==> config.mk <==
export PLATFORM = sky130hd
export DESIGN_NAME = serial_tx_framer
export DESIGN_NICKNAME = d
export VERILOG_FILES = /design/src/rtl/serial_tx_framer.sv
export SDC_FILE = /design/constraint.sdc
export NUM_CORES = 1
export LEC_CHECK = 0
export BUFFER_PORTS_ARGS = -buffer_cell sky130_fd_sc_hd__buf_2
export CAP_MARGIN = 15
export CORE_ASPECT_RATIO = 0.6
export CORE_MARGIN = 2
export CORE_UTILIZATION = 40
export CTS_CLUSTER_DIAMETER = 200
export DETAILED_ROUTE_END_ITERATION = 8
export RECOVER_POWER = 25
export SETUP_SLACK_MARGIN = 0.3
export SLEW_MARGIN = 40
export SYNTH_ARGS = -nofsm -noshare
export SYNTH_HDL_FRONTEND = slang
export SYNTH_SLANG_ARGS = --single-unit
==> constraint.sdc <==
create_clock -name clk -period 2.55 [get_ports clk]
set_clock_uncertainty 0.1 [all_clocks]
set_input_delay 0.51 -clock clk [delete_from_list [all_inputs] [get_ports clk]]
set_output_delay 0.51 -clock clk [all_outputs]
set_load 0.02 [all_outputs]
==> src/rtl/serial_tx_framer.sv <==
// Async serial framer: start bit, WIDTH data bits LSB-first, optional parity, 1-2 stop bits.
// Accepts one word per frame via valid/ready; tx, busy and done are registered.
module serial_tx_framer #(
  parameter int WIDTH        = 8,
  parameter int CLKS_PER_BIT = 16,
  parameter int PARITY       = 0,
  parameter int STOP_BITS    = 1
) (
  input  logic             clk,
  input  logic             rst_n,
  input  logic [WIDTH-1:0] in_data,
  input  logic             in_valid,
  output logic             in_ready,
  output logic             tx,
  output logic             busy,
  output logic             done
);

  localparam int CNT_W = (CLKS_PER_BIT > 1) ? $clog2(CLKS_PER_BIT) : 1;
  localparam int IDX_W = $clog2(WIDTH) + 1;

  localparam logic [CNT_W-1:0] CNT_LAST  = CNT_W'(CLKS_PER_BIT - 1);
  localparam logic [IDX_W-1:0] IDX_LAST  = IDX_W'(WIDTH - 1);
  localparam logic             HAS_PAR   = (PARITY != 0);
  localparam logic             ODD_PAR   = (PARITY == 2);
  localparam logic             STOP_LAST = (STOP_BITS == 2);

  typedef enum logic [2:0] {
    S_IDLE  = 3'd0,
    S_START = 3'd1,
    S_DATA  = 3'd2,
    S_PAR   = 3'd3,
    S_STOP  = 3'd4
  } state_t;

  state_t           state_q;
  logic [CNT_W-1:0] cnt_q;
  logic [CNT_W-1:0] cnt_d;
  logic [IDX_W-1:0] idx_q;
  logic             stop_q;
  logic [WIDTH-1:0] shreg_q;
  logic             par_q;
  logic             par_d;
  logic             tx_q;
  logic             busy_q;
  logic             done_q;
  logic             bit_end;

  // The bit timer wraps at terminal count, so every state shares one boundary strobe.
  assign bit_end = (cnt_q == CNT_LAST);
  assign cnt_d   = bit_end ? '0 : cnt_q + CNT_W'(1);
  assign par_d   = (^in_data) ^ ODD_PAR;

  always_ff @(posedge clk or negedge rst_n) begin
    if (!rst_n) begin
      state_q <= S_IDLE;
      cnt_q   <= '0;
      idx_q   <= '0;
      stop_q  <= 1'b0;
      shreg_q <= '0;
      par_q   <= 1'b0;
      tx_q    <= 1'b1;
      busy_q  <= 1'b0;
      done_q  <= 1'b0;
    end else begin
      done_q <= 1'b0;
      case (state_q)
        S_IDLE: begin
          if (in_valid) begin
            shreg_q <= in_data;
            par_q   <= par_d;
            cnt_q   <= '0;
            tx_q    <= 1'b0;
            busy_q  <= 1'b1;
            state_q <= S_START;
          end
        end

        S_START: begin
          cnt_q <= cnt_d;
          if (bit_end) begin
            idx_q   <= '0;
            tx_q    <= shreg_q[0];
            state_q <= S_DATA;
          end
        end

        S_DATA: begin
          cnt_q <= cnt_d;
          if (bit_end) begin
            shreg_q <= shreg_q >> 1;
            if (idx_q == IDX_LAST) begin
              if (HAS_PAR) begin
                tx_q    <= par_q;
                state_q <= S_PAR;
              end else begin
                stop_q  <= 1'b0;
                tx_q    <= 1'b1;
                state_q <= S_STOP;
              end
            end else begin
              // tx is registered, so it takes the bit that becomes LSB after this shift.
              idx_q <= idx_q + IDX_W'(1);
              tx_q  <= shreg_q[1];
            end
          end
        end

        S_PAR: begin
          cnt_q <= cnt_d;
          if (bit_end) begin
            stop_q  <= 1'b0;
            tx_q    <= 1'b1;
            state_q <= S_STOP;
          end
        end

        S_STOP: begin
          cnt_q <= cnt_d;
          if (bit_end) begin
            if (stop_q == STOP_LAST) begin
              busy_q  <= 1'b0;
              done_q  <= 1'b1;
              state_q <= S_IDLE;
            end else begin
              stop_q <= 1'b1;
            end
          end
        end

        default: begin
          tx_q    <= 1'b1;
          busy_q  <= 1'b0;
          state_q <= S_IDLE;
        end
      endcase
    end
  end

  assign in_ready = (state_q == S_IDLE);
  assign tx       = tx_q;
  assign busy     = busy_q;
  assign done     = done_q;

endmodule

# ---- Word-level counts from Yosys, hierarchy flattened
# Index checks and enable logic that the tools add are counted.
dict set report word_totals {
  out_inout_bits 4
  rom_bits 0
  reg_bits 23
  mem_bits_rw 0
  in_bits 11
  mem_count 0
  word_cells 77
  latch_bits 0
}
dict set report classes {
  muxes 37
  div_mod_pow 0
  n_mul 0
  order_cmp 0
  bitwise_logic 2
  n_shift 0
  n_addsub 2
  reduce_logical 14
  n_eq_ne 14
}
# op count
set ops {}
lappend ops {{2-to-1 mux 3 bit} 7}
lappend ops {{2-to-1 mux 4 bit} 5}
lappend ops {{2-to-1 mux 1 bit} 16}
lappend ops {{2-to-1 mux 8 bit} 2}
lappend ops {{!= test 2 bit (second input constant)} 8}
lappend ops {{case mux 4 bit (2 select lines)} 2}
lappend ops {{case mux 8 bit (2 select lines)} 1}
lappend ops {{case mux 3 bit (5 select lines)} 1}
lappend ops {{AND reduction 5 bit} 2}
lappend ops {{adder 4 x 1 -> 4 bit (second input constant)} 2}
lappend ops {{AND reduction 4 bit} 2}
lappend ops {{AND reduction 7 bit} 1}
lappend ops {{equality test 3 x 2 -> 1 bit (second input constant)} 2}
lappend ops {{case mux 1 bit (3 select lines)} 2}
lappend ops {{nonzero test 2 bit} 3}
lappend ops {{case mux 1 bit (5 select lines)} 1}
lappend ops {{equality test 4 x 3 -> 1 bit (second input constant)} 1}
lappend ops {{equality test 4 bit (second input constant)} 1}
lappend ops {{OR reduction 4 bit} 1}
lappend ops {{equality test 3 x 1 -> 1 bit (second input constant)} 1}
lappend ops {{equality test 3 bit (second input constant)} 1}
lappend ops {{zero test 3 bit} 1}
lappend ops {{AND reduction 3 bit} 1}
lappend ops {{nonzero test 3 bit} 1}
lappend ops {{other kinds (3)} 4}

# ---- Depth between registers and ports, before layout
# Gate-level depths: netlist of run 1.
dict set report logic_depth {
  ltp_word 4
  ltp_mapped 7
}

# ---- Worst setup path after synthesis of run 1
# OpenSTA, ideal clock, no wires.
dict set report synth_timing {
  path_kind {flip-flop to flip-flop}
  startpoint {register cnt_q[1]}
  endpoint {register cnt_q[0]}
  path_buffers 1
  synth_period_minus_slack_ns 1.657
  slack_ns 0.893
  stages_incl_launch_ff 6
  arrival_ns 1.419
  setup_time_ns 0.138
  cell_sequence {dfrtp_1 -> ha_1 -> and3_1 -> clkbuf_4 -> nor2_1 -> mux4_2}
}
dict set report synth_between {
  elab_chain_cells 3
}
# element line
set synth_lines {}
lappend synth_lines {{start, declared} 37} ;# logic [CNT_W-1:0] cnt_q;
lappend synth_lines {{start signal, assigned} 80} ;# cnt_q <= cnt_d;
lappend synth_lines {{start signal, assigned} 89} ;# cnt_q <= cnt_d;
lappend synth_lines {{start signal, assigned} 110} ;# cnt_q <= cnt_d;
lappend synth_lines {{equality test 4 bit} 50} ;# assign bit_end = (cnt_q == CNT_LAST);
lappend synth_lines {{2-to-1 mux 4 bit} 51} ;# assign cnt_d = bit_end ? '0 : cnt_q + CNT_W'(1);
lappend synth_lines {{case mux 4 bit (2 select lines)} 67} ;# case (state_q)
# No other way between the ends.
# A chain may end at the register's enable or synchronous reset.

# ---- Worst setup path after layout of run 1
dict set report layout_timing {
  startpoint {register state_q[1]}
  endpoint {output port in_ready}
}
dict set report layout_between {
  elab_chain_cells 1
}
# element line
set layout_lines {}
lappend layout_lines {{start, declared} 36} ;# state_t state_q;
lappend layout_lines {{start signal, assigned} 56} ;# state_q <= S_IDLE;
lappend layout_lines {{start signal, assigned} 75} ;# state_q <= S_START;
lappend layout_lines {{start signal, assigned} 84} ;# state_q <= S_DATA;
lappend layout_lines {{zero test 3 bit} 140} ;# assign in_ready = (state_q == S_IDLE);
lappend layout_lines {{end, declared} 13} ;# output logic in_ready,
# No other way between the ends.

==> results of run 1 <==
-- final cells by class --
type / instances / area (sq um) / share of cell area, %
well taps: 42 / 52.6 / 3.90
multi-input cells: 90 / 607 / 45.0
clock buffers: 4 / 45.0 / 3.34
flip-flops and latches: 22 / 552 / 40.9
inverters: 2 / 7.51 / 0.557
repair buffers: 16 / 83.8 / 6.22
-- per-layer routing --
layer	part of all wire, %	GRT usage, %
met4	0.42	3.16
met3	7.2	5.15
met2	39	19.5
met1	54	24.2
met5	0	0
-- synthesized netlist by cell type, types with 2 or more instances --
cell	instances
a211oi_1	2
a21oi_1	5
buf_2	4
buf_6	3
dfrtp_1	21
ha_1	2
inv_1	2
mux2_2	2
mux2i_1	8
nand2_1	15
nand2b_1	3
nand3_1	6
nor2_1	7
nor3_1	3
o21ai_0	5
o21ai_1	7
o21ai_2	2
or3_1	2
-- worst min path at each step --
stage | slack [ns] | to | startpoint
2_1_floorplan | 0.11 | busy$_DFFE_PN0P_ | rst_n
3_3_place_gp | 0.37 | shreg_q[3]$_DFFE_PN0P_ | shreg_q[3]$_DFFE_PN0P_
3_5_place_dp | 0.38 | shreg_q[2]$_DFFE_PN0P_ | shreg_q[2]$_DFFE_PN0P_
4_1_cts | 0.12 | idx_q[3]$_DFFE_PN0P_ | rst_n
5_1_grt | 0.41 | shreg_q[7]$_DFFE_PN0P_ | in_data[7]
6_report | 0.38 | idx_q[3]$_DFFE_PN0P_ | rst_n
-- cell families after synthesis --
group | count (synthesis)
and+or+nand+nor | 44
DFF | 22
buffers and inverters | 11
muxes | 11
adders and majority gates | 2
AOI/OAI and AO/OA | 33
-- power groups by stage --
stage	combinational (mW)	sequential, mW	clock [mW]
floorplan	0.00771	0.364	0
global placement	0.0252	0.364	0
detailed placement	0.0257	0.364	0
CTS	0.0257	0.357	0.233
global route	0.0284	0.358	0.241
finish	0.0246	0.358	0.221
-- through the flow --
step,std cells,setup slack (ns),hold slack (ns)
final,176,0.509,0.380
after global routing,176,0.469,0.409
after CTS,176,0.509,0.118
after detailed placement,172,0.713,0.376
after global placement,172,0.771,0.368
after floorplan,123,0.893,0.114
-- sequential cells by signal (all words and copies together) (netlist names) --
register,flops
shreg_q,8
cnt_q,4
state_q,3
done,1
busy,1
idx_q,4
tx,1
==> results.toml, run 1 <==
[status]
status = "finished clean"

[yosys]
synth_fa_ha_area_share_pct = 2.03
synth-seq-cells = 22
syn_nets = 136
synth_top_area_cell = "dfrtp_1"
synth_cells = 123
synthSimpleGateAreaFrac_pct = 17.8
yosysSeqAreaShare_pct = 44.9
synth_cell_types = 42
ys_async_sr_fraction_pct = 100
synth_area_leaders = "dfrtp_1, mux2i_1, nand2_1"
synth.top_cell.area_share_pct = 42.7
yosys_most_used_dff = "dfrtp_1"
synth-compound-area-share_pct = 18.9
yosysWarnings = 0
synth_top_family_by_area = "compound AO/OA/AOI/OAI gates"
synth_area_sq_um = 1230
synth_edf_count = 0
synthXorXnorAreaFrac_pct = 0
synth_mux_area_share_pct = 10.2
syn_area_per_cell_sq_um = 10.0

[placed_design]
gp_congestion = 0.787
io_buffer_count = 14
placed_cell_area_sq_um = 1300
dp_hpwl_mm = 1.74

[pwr]
p_clk_share_pct = 36.6
ir_drop_uv = 243
seq_power_share_pct = 59.3
p_sw_share_pct = 21.1
power.switching_mw = 0.127
powerDensity_nw_per_um2 = 447
intPower_mw = 0.476
power_mw = 0.603
p_leak_nw = 0.655
combPwrFrac_pct = 4.1

[setup_path]
worstPathCellList = "or3_1, inv_1, buf_2"
critPathMaxStageDelay_ns = 0.49
worstSetupPathType = "reg2out"
crit_family = "flip-flops"
start_kind = "register"
worstSetupEndpoint = "in_ready"
rr_worst_depth = 4
critPathLaunch = "state_q[1]$_DFFE_PN0P_"
critPathMaxFanout = 10
critPathRequiredTime_ns = 1.94
crit_buf_inv = 2
r2r-start = "cnt_q[1]$_DFFE_PN0P_"
end_kind = "output port"
arrival_ns = 1.43
critical_path_depth = 3
worst-r2r-setup-slack_ns = 0.69
crit_slowest_cell = "dfrtp_1"
rr_endpoint = "cnt_q[0]$_DFFE_PN0P_"

[die]
start_util_pct = 42.6
row_count = 15
dieHeight_um = 47.0
core-area_sq_um = 2890
die_w_um = 75.6
dieArea_sq_um = 3550
num_io_pins = 15

[cts]
cts_root_buf = "clkbuf_8"
post_cts_resized = 0
cts_tree = "done"
clk_pin_slew_worst_paths_ns = 0.08
cts_sinks = 22
insertion_delay_ns = 0.26
cts_buffer_depth = 2
cts_buffers = 3
htreeDepth = 1
cts_setup_buffers = 0
cts.hold.buffers_added = 0

[grt]
grt.total_usage_pct = 15.2
grt_pass1_vias = 790
antenna_found_initial = 0
grt_max_degree = 23
grt_pass1_wl_mm = 3.96
grt-ovfl-total = 0

[cells_and_area]
layout_common_cells = "dfrtp_1, nand2_1, buf_2, mux2i_1"
layout_commonest_cell = "dfrtp_1"
synthToLayoutAreaGrowth_pct = 9.56
drive_gt1_share_pct = 20.9
design_area_sq_um = 1350
nets = 148
diodes = 0
finish.utilization_pct = 46.6
fill_cells = 286

[hold_path]
min_path_type = "in2async"

[sta]
finalHoldViolCount = 0
rsz0062_at_grt = "no"
setup_viol = 0
slew_headroom_pct = 19.1
drv_slew = 0
worst_pin_slew_ns = 1.21
setup_tns_ns = 0
min_period_over_period_pct = 80.0
layout_min_cycle_time_ns = 2.04
fmax_mhz = 490

[drt]
drtAntennaViolNets = 0
routed_wl_mm = 2.39
wl_per_cell_um = 13.6
num_vias = 929
first_pass_iters = 4
drt_iter0_markers = 105
drc = 0
viasPerCell = 5.28

[flow_run]
drv_cap = 0
Power figures use the tool's default switching activity.
==> run 2: changes to the inputs <==
clock period = 2.1 ns   (was 2.55 ns; I/O delays follow)
==> results.toml, run 2 (synthesis results as in run 1) <==
[sta]
worst_pin_slew_ns = 1.19
drv_slew = 0
min_period_over_period_pct = 84.2
rsz0062_at_grt = "no"
hold_slack_ns = 0.276
setup_tns_ns = 0
layout_min_cycle_time_ns = 1.77
setup_slack_ns = 0.332
finalHoldViolCount = 0
setup_viol = 0
slew_headroom_pct = 20.6
fmax_mhz = 566

[cells_and_area]
drive_gt1_share_pct = 31.4
design_area_sq_um = 1450
top_regs = "shreg_q: 8 flops, cnt_q: 4 flops, idx_q: 4 flops"
diodes = 0
layoutNonFillerInstCount = 182
layout_common_cells = "dfrtp_1, nand2_1, buf_2, mux2i_1"
fill_cells = 281
nets = 154
synthToLayoutAreaGrowth_pct = 17.7
layout_commonest_cell = "dfrtp_1"
top_register = "shreg_q"
largest_register_ff_count = 8

[pwr]
seq_power_share_pct = 56.5
power.switching_mw = 0.159
powerDensity_nw_per_um2 = 531
intPower_mw = 0.609
p_leak_nw = 0.692
combPwrFrac_pct = 3.9
p_clk_share_pct = 39.6
p_sw_share_pct = 20.7
ir_drop_uv = 411

[setup_path]
start_kind = "register"
arrival_ns = 1.25
worst-r2r-setup-slack_ns = 0.38
critPathRequiredTime_ns = 1.58
r2r-start = "state_q[2]$_DFFE_PN0P_"
end_kind = "output port"
worstSetupPathType = "reg2out"
rr_endpoint = "shreg_q[0]$_DFFE_PN0P_"
critPathMaxFanout = 3
rr_worst_depth = 5
critPathLaunch = "state_q[1]$_DFFE_PN0P_"

[cts]
htreeDepth = 1
cts_buffer_depth = 2
cts_tree = "done"
cts_root_buf = "clkbuf_8"
insertion_delay_ns = 0.26
cts.hold.buffers_added = 0
cts_sinks = 22
cts_buffers = 3
clk_pin_slew_worst_paths_ns = 0.08

[die]
dieHeight_um = 47.0
dieArea_sq_um = 3550
start_util_pct = 42.6
row_count = 15
core-area_sq_um = 2890
num_io_pins = 15
die_w_um = 75.6

[drt]
drt_iter0_markers = 83
drc = 0
wl_per_cell_um = 14.0
drtAntennaViolNets = 0
routed_wl_mm = 2.54
num_vias = 984
viasPerCell = 5.41
first_pass_iters = 4

[placed_design]
io_buffer_count = 14
dp_hpwl_mm = 1.79
place_ws_ns = 0.271
dpl.cell_count = 173
placed_cell_area_sq_um = 1310
gp_congestion = 0.807

[flow_run]
drv_cap = 0

[grt]
grt.total_usage_pct = 16.3
grt_pass1_vias = 921
antenna_found_initial = 0
grt-ovfl-total = 0
grt_pass1_wl_mm = 4.23
grt_max_degree = 23

[status]
status = "finished clean"

[hold_path]
min_path_type = "in2async"
## run 2: cell count changes in the layout (fill, tap and decap cells not counted), sizes merged
cell / previous run / this run
buf: 15 / 21
## run 2: cell type report
type	instances	area (sq um)	share of cell area (%)
Tap cell	42	52.6	3.63
Multi-Input combinational cell	90	628	43.4
Timing Repair Buffer	22	148	10.2
Inverter	2	7.51	0.519
Sequential cell	22	557	38.5
Clock buffer	4	55.1	3.80
## run 2: per-layer routing
layer / global-route usage (%) / up-vias / part of all wire [%]
met5: 0 / - / 0
met4: 3.16 / 0 / 0.31
met3: 5.36 / 2 / 5.8
met2: 24.2 / 20 / 44
met1: 23.8 / 481 / 50
li1: - / 481 / -
## run 2: worst max path at each step
stage	end	slack (ns)	cells past startpoint
after floorplan	cnt_q[0]$_DFFE_PN0P_	0.44	5
after global placement	cnt_q[0]$_DFFE_PN0P_	0.33	4
after detailed placement	cnt_q[0]$_DFFE_PN0P_	0.27	4
after CTS	in_ready	0.28	3
after global routing	in_ready	0.30	3
final	in_ready	0.33	3
## run 2: per-stage QoR
stage	power (mW)	utilization, %
after floorplan	0.452	-
after global placement	0.472	45.4
after detailed placement	0.474	45.4
after CTS	0.779	48.7
after global routing	0.799	50.1
final	0.768	50.1
## run 2: timing repair
action                                  4_1_cts  5_1_grt
pin swaps                                     0        2
endpoints found under the setup margin        2       13
setup buffers                                 4        1
resized for setup                             5        8
## run 2: worst max-delay path, stage by stage (launching register included)
cell	delay [ns]
dfrtp_2	0.41
or3_4	0.41
inv_2	0.06
buf_6	0.11
## run 2: power groups by stage
stage	combinational, mW	clock, mW	sequential (mW)
floorplan	0.00937	0	0.442
global placement	0.0302	0	0.442
detailed placement	0.0311	0	0.442
CTS	0.0311	0.314	0.434
global route	0.0342	0.330	0.435
finish	0.0302	0.304	0.434
==> run 3: changes to the inputs <==
clock period = 1.5 ns   (was 2.1 ns; I/O delays follow)
==> results.toml, run 3 (synthesis results as in run 1) <==
[placed_design]
io_buffer_count = 14
placed_cell_area_sq_um = 1520
gp_congestion = 0.780
dp_hpwl_mm = 2.11

[grt]
grt.total_usage_pct = 20.4
grtUsageMet2_pct = 32.3
grt-ovfl-total = 0
grt_max_degree = 23
grt_pass1_vias = 1072
met3_usage_pct = 5.15
grt_pass1_wl_mm = 5.20
grt_util_met1_pct = 28.2
top_usage_layer = "met2"
antenna_found_initial = 0

[setup_path]
worstPathCellList = "buf_4, or3b_4, a2bb2oi_4, clkbuf_16, o21ai_2"
end_kind = "register"
worstSetupPathType = "reg2reg"
crit_buf_inv = 2
worst-r2r-setup-slack_ns = -0.16
critPathMaxFanout = 8
arrival_ns = 1.76
crit_slowest_cell = "dfrtp_2"
critPathRequiredTime_ns = 1.59
crit_family = "flip-flops"
start_kind = "register"
critPathMaxStageDelay_ns = 0.41

[drt]
wl_per_cell_um = 17.7
drt_iter0_markers = 44
first_pass_iters = 4
viasPerCell = 5.50
drtAntennaViolNets = 0
drc = 0
routed_wl_mm = 3.83
num_vias = 1188

[sta]
layout_min_cycle_time_ns = 1.66
min_period_over_period_pct = 111
fmax_mhz = 601
rsz0062_at_grt = "yes"
finalHoldViolCount = 0
setup_slack_ns = -0.164
setup_viol = 18
drv_slew = 0
worst_pin_slew_ns = 0.550
slew_headroom_pct = 63.4

[cells_and_area]
drive_gt1_share_pct = 66.7
synthToLayoutAreaGrowth_pct = 65.7
layout_commonest_cell = "buf_4"
layout_common_cells = "buf_4, dfrtp_1, buf_6, o21ai_2, buf_2"
fill_cells = 211
top_register = "shreg_q"
largest_register_ff_count = 8
design_area_sq_um = 2040
top_regs = "shreg_q: 8 flops, cnt_q: 4 flops, idx_q: 4 flops"
nets = 188
multi_input_area_sq_um = 871
regArea_sq_um = 554
diodes = 0

[cts]
insertion_delay_ns = 0.27
cts_root_buf = "clkbuf_8"
htreeDepth = 1
cts_buffers = 3
clk_pin_slew_worst_paths_ns = 0.08
cts_buffer_depth = 2
cts_tree = "done"
cts_sinks = 22

[die]
core-area_sq_um = 2890
row_count = 15
start_util_pct = 42.6
dieHeight_um = 47.0
num_io_pins = 15
die_w_um = 75.6
dieArea_sq_um = 3550

[pwr]
ir_drop_uv = 366
powerDensity_nw_per_um2 = 545
power_mw = 1.11
p_leak_nw = 0.950

[hold_path]
min_path_type = "in2reg"

[flow_run]
drv_cap = 0

[status]
status = "complete, but fails checks"
violations = "negative setup slack"
==> run 3: what timing repair did <==
item	in CTS	in global routing
gates cloned	0	1
setup endpoints to repair	25	26
pin swaps	9	10
setup buffers	10	4
endpoints found under the hold margin	21	0
hold buffers	1	0
gates resized for setup	43	34
==> run 3: metal layers <==
layer	share of wire, %	vias to the layer above
met3	3.4	10
met4	2.5	0
li1	-	553
met5	0	-
met1	45	599
met2	49	26
==> run 3: final cells by class <==
| class | count | area share, % |
|---|---|---|
| repair buffers | 56 | 24.3 |
| inverters | 2 | 0.491 |
| multi-input cells | 90 | 42.7 |
| well taps | 42 | 2.58 |
| clock buffers | 4 | 2.70 |
| flip-flops and latches | 22 | 27.2 |
==> run 3: path summary, 6_finish.rpt <==
| path | start | endpoint | cells after the start |
|---|---|---|---|
| max in group asynchronous | rst_n | state_q[0]$_DFFE_PN0P_ | 2 |
| setup / recovery | state_q[1]$_DFFE_PN0P_ | shreg_q[0]$_DFFE_PN0P_ | 5 |
| hold reg to reg | shreg_q[5]$_DFFE_PN0P_ | shreg_q[5]$_DFFE_PN0P_ | 2 |
| min in group asynchronous | rst_n | shreg_q[5]$_DFFE_PN0P_ | 2 |
| hold / removal | in_data[7] | shreg_q[7]$_DFFE_PN0P_ | 3 |
| setup reg to reg | state_q[1]$_DFFE_PN0P_ | shreg_q[0]$_DFFE_PN0P_ | 5 |
==> run 3: metrics by stage <==
stage	TNS [ns]	hold slack, ns	cells	worst slack [ns]	utilization (%)
final	-1.49	0.196	216	-0.164	70.5
after global routing	-2.16	0.224	216	-0.191	70.5
after CTS	-0.946	0.185	211	-0.139	63.4
after detailed placement	-0.612	0.200	196	-0.0714	52.7
after global placement	-0.228	0.194	196	-0.0515	52.7
after floorplan	-0.334	-0.0956	123	-0.0911	-
==> run 3: worst min-delay path, cell delays in order <==
cell     delay (ns)
buf_2          0.09
o21ai_0        0.07
o21ai_1        0.06
==> run 3: report_power, final <==
| part | switching (mW) | internal, mW | leakage, nW |
|---|---|---|---|
| Clock | 0.199 | 0.234 | 0.0288 |
| Combinational | 0.0309 | 0.0323 | 0.639 |
| Sequential | 0.0117 | 0.602 | 0.282 |
| Total | 0.242 | 0.868 | 0.950 |
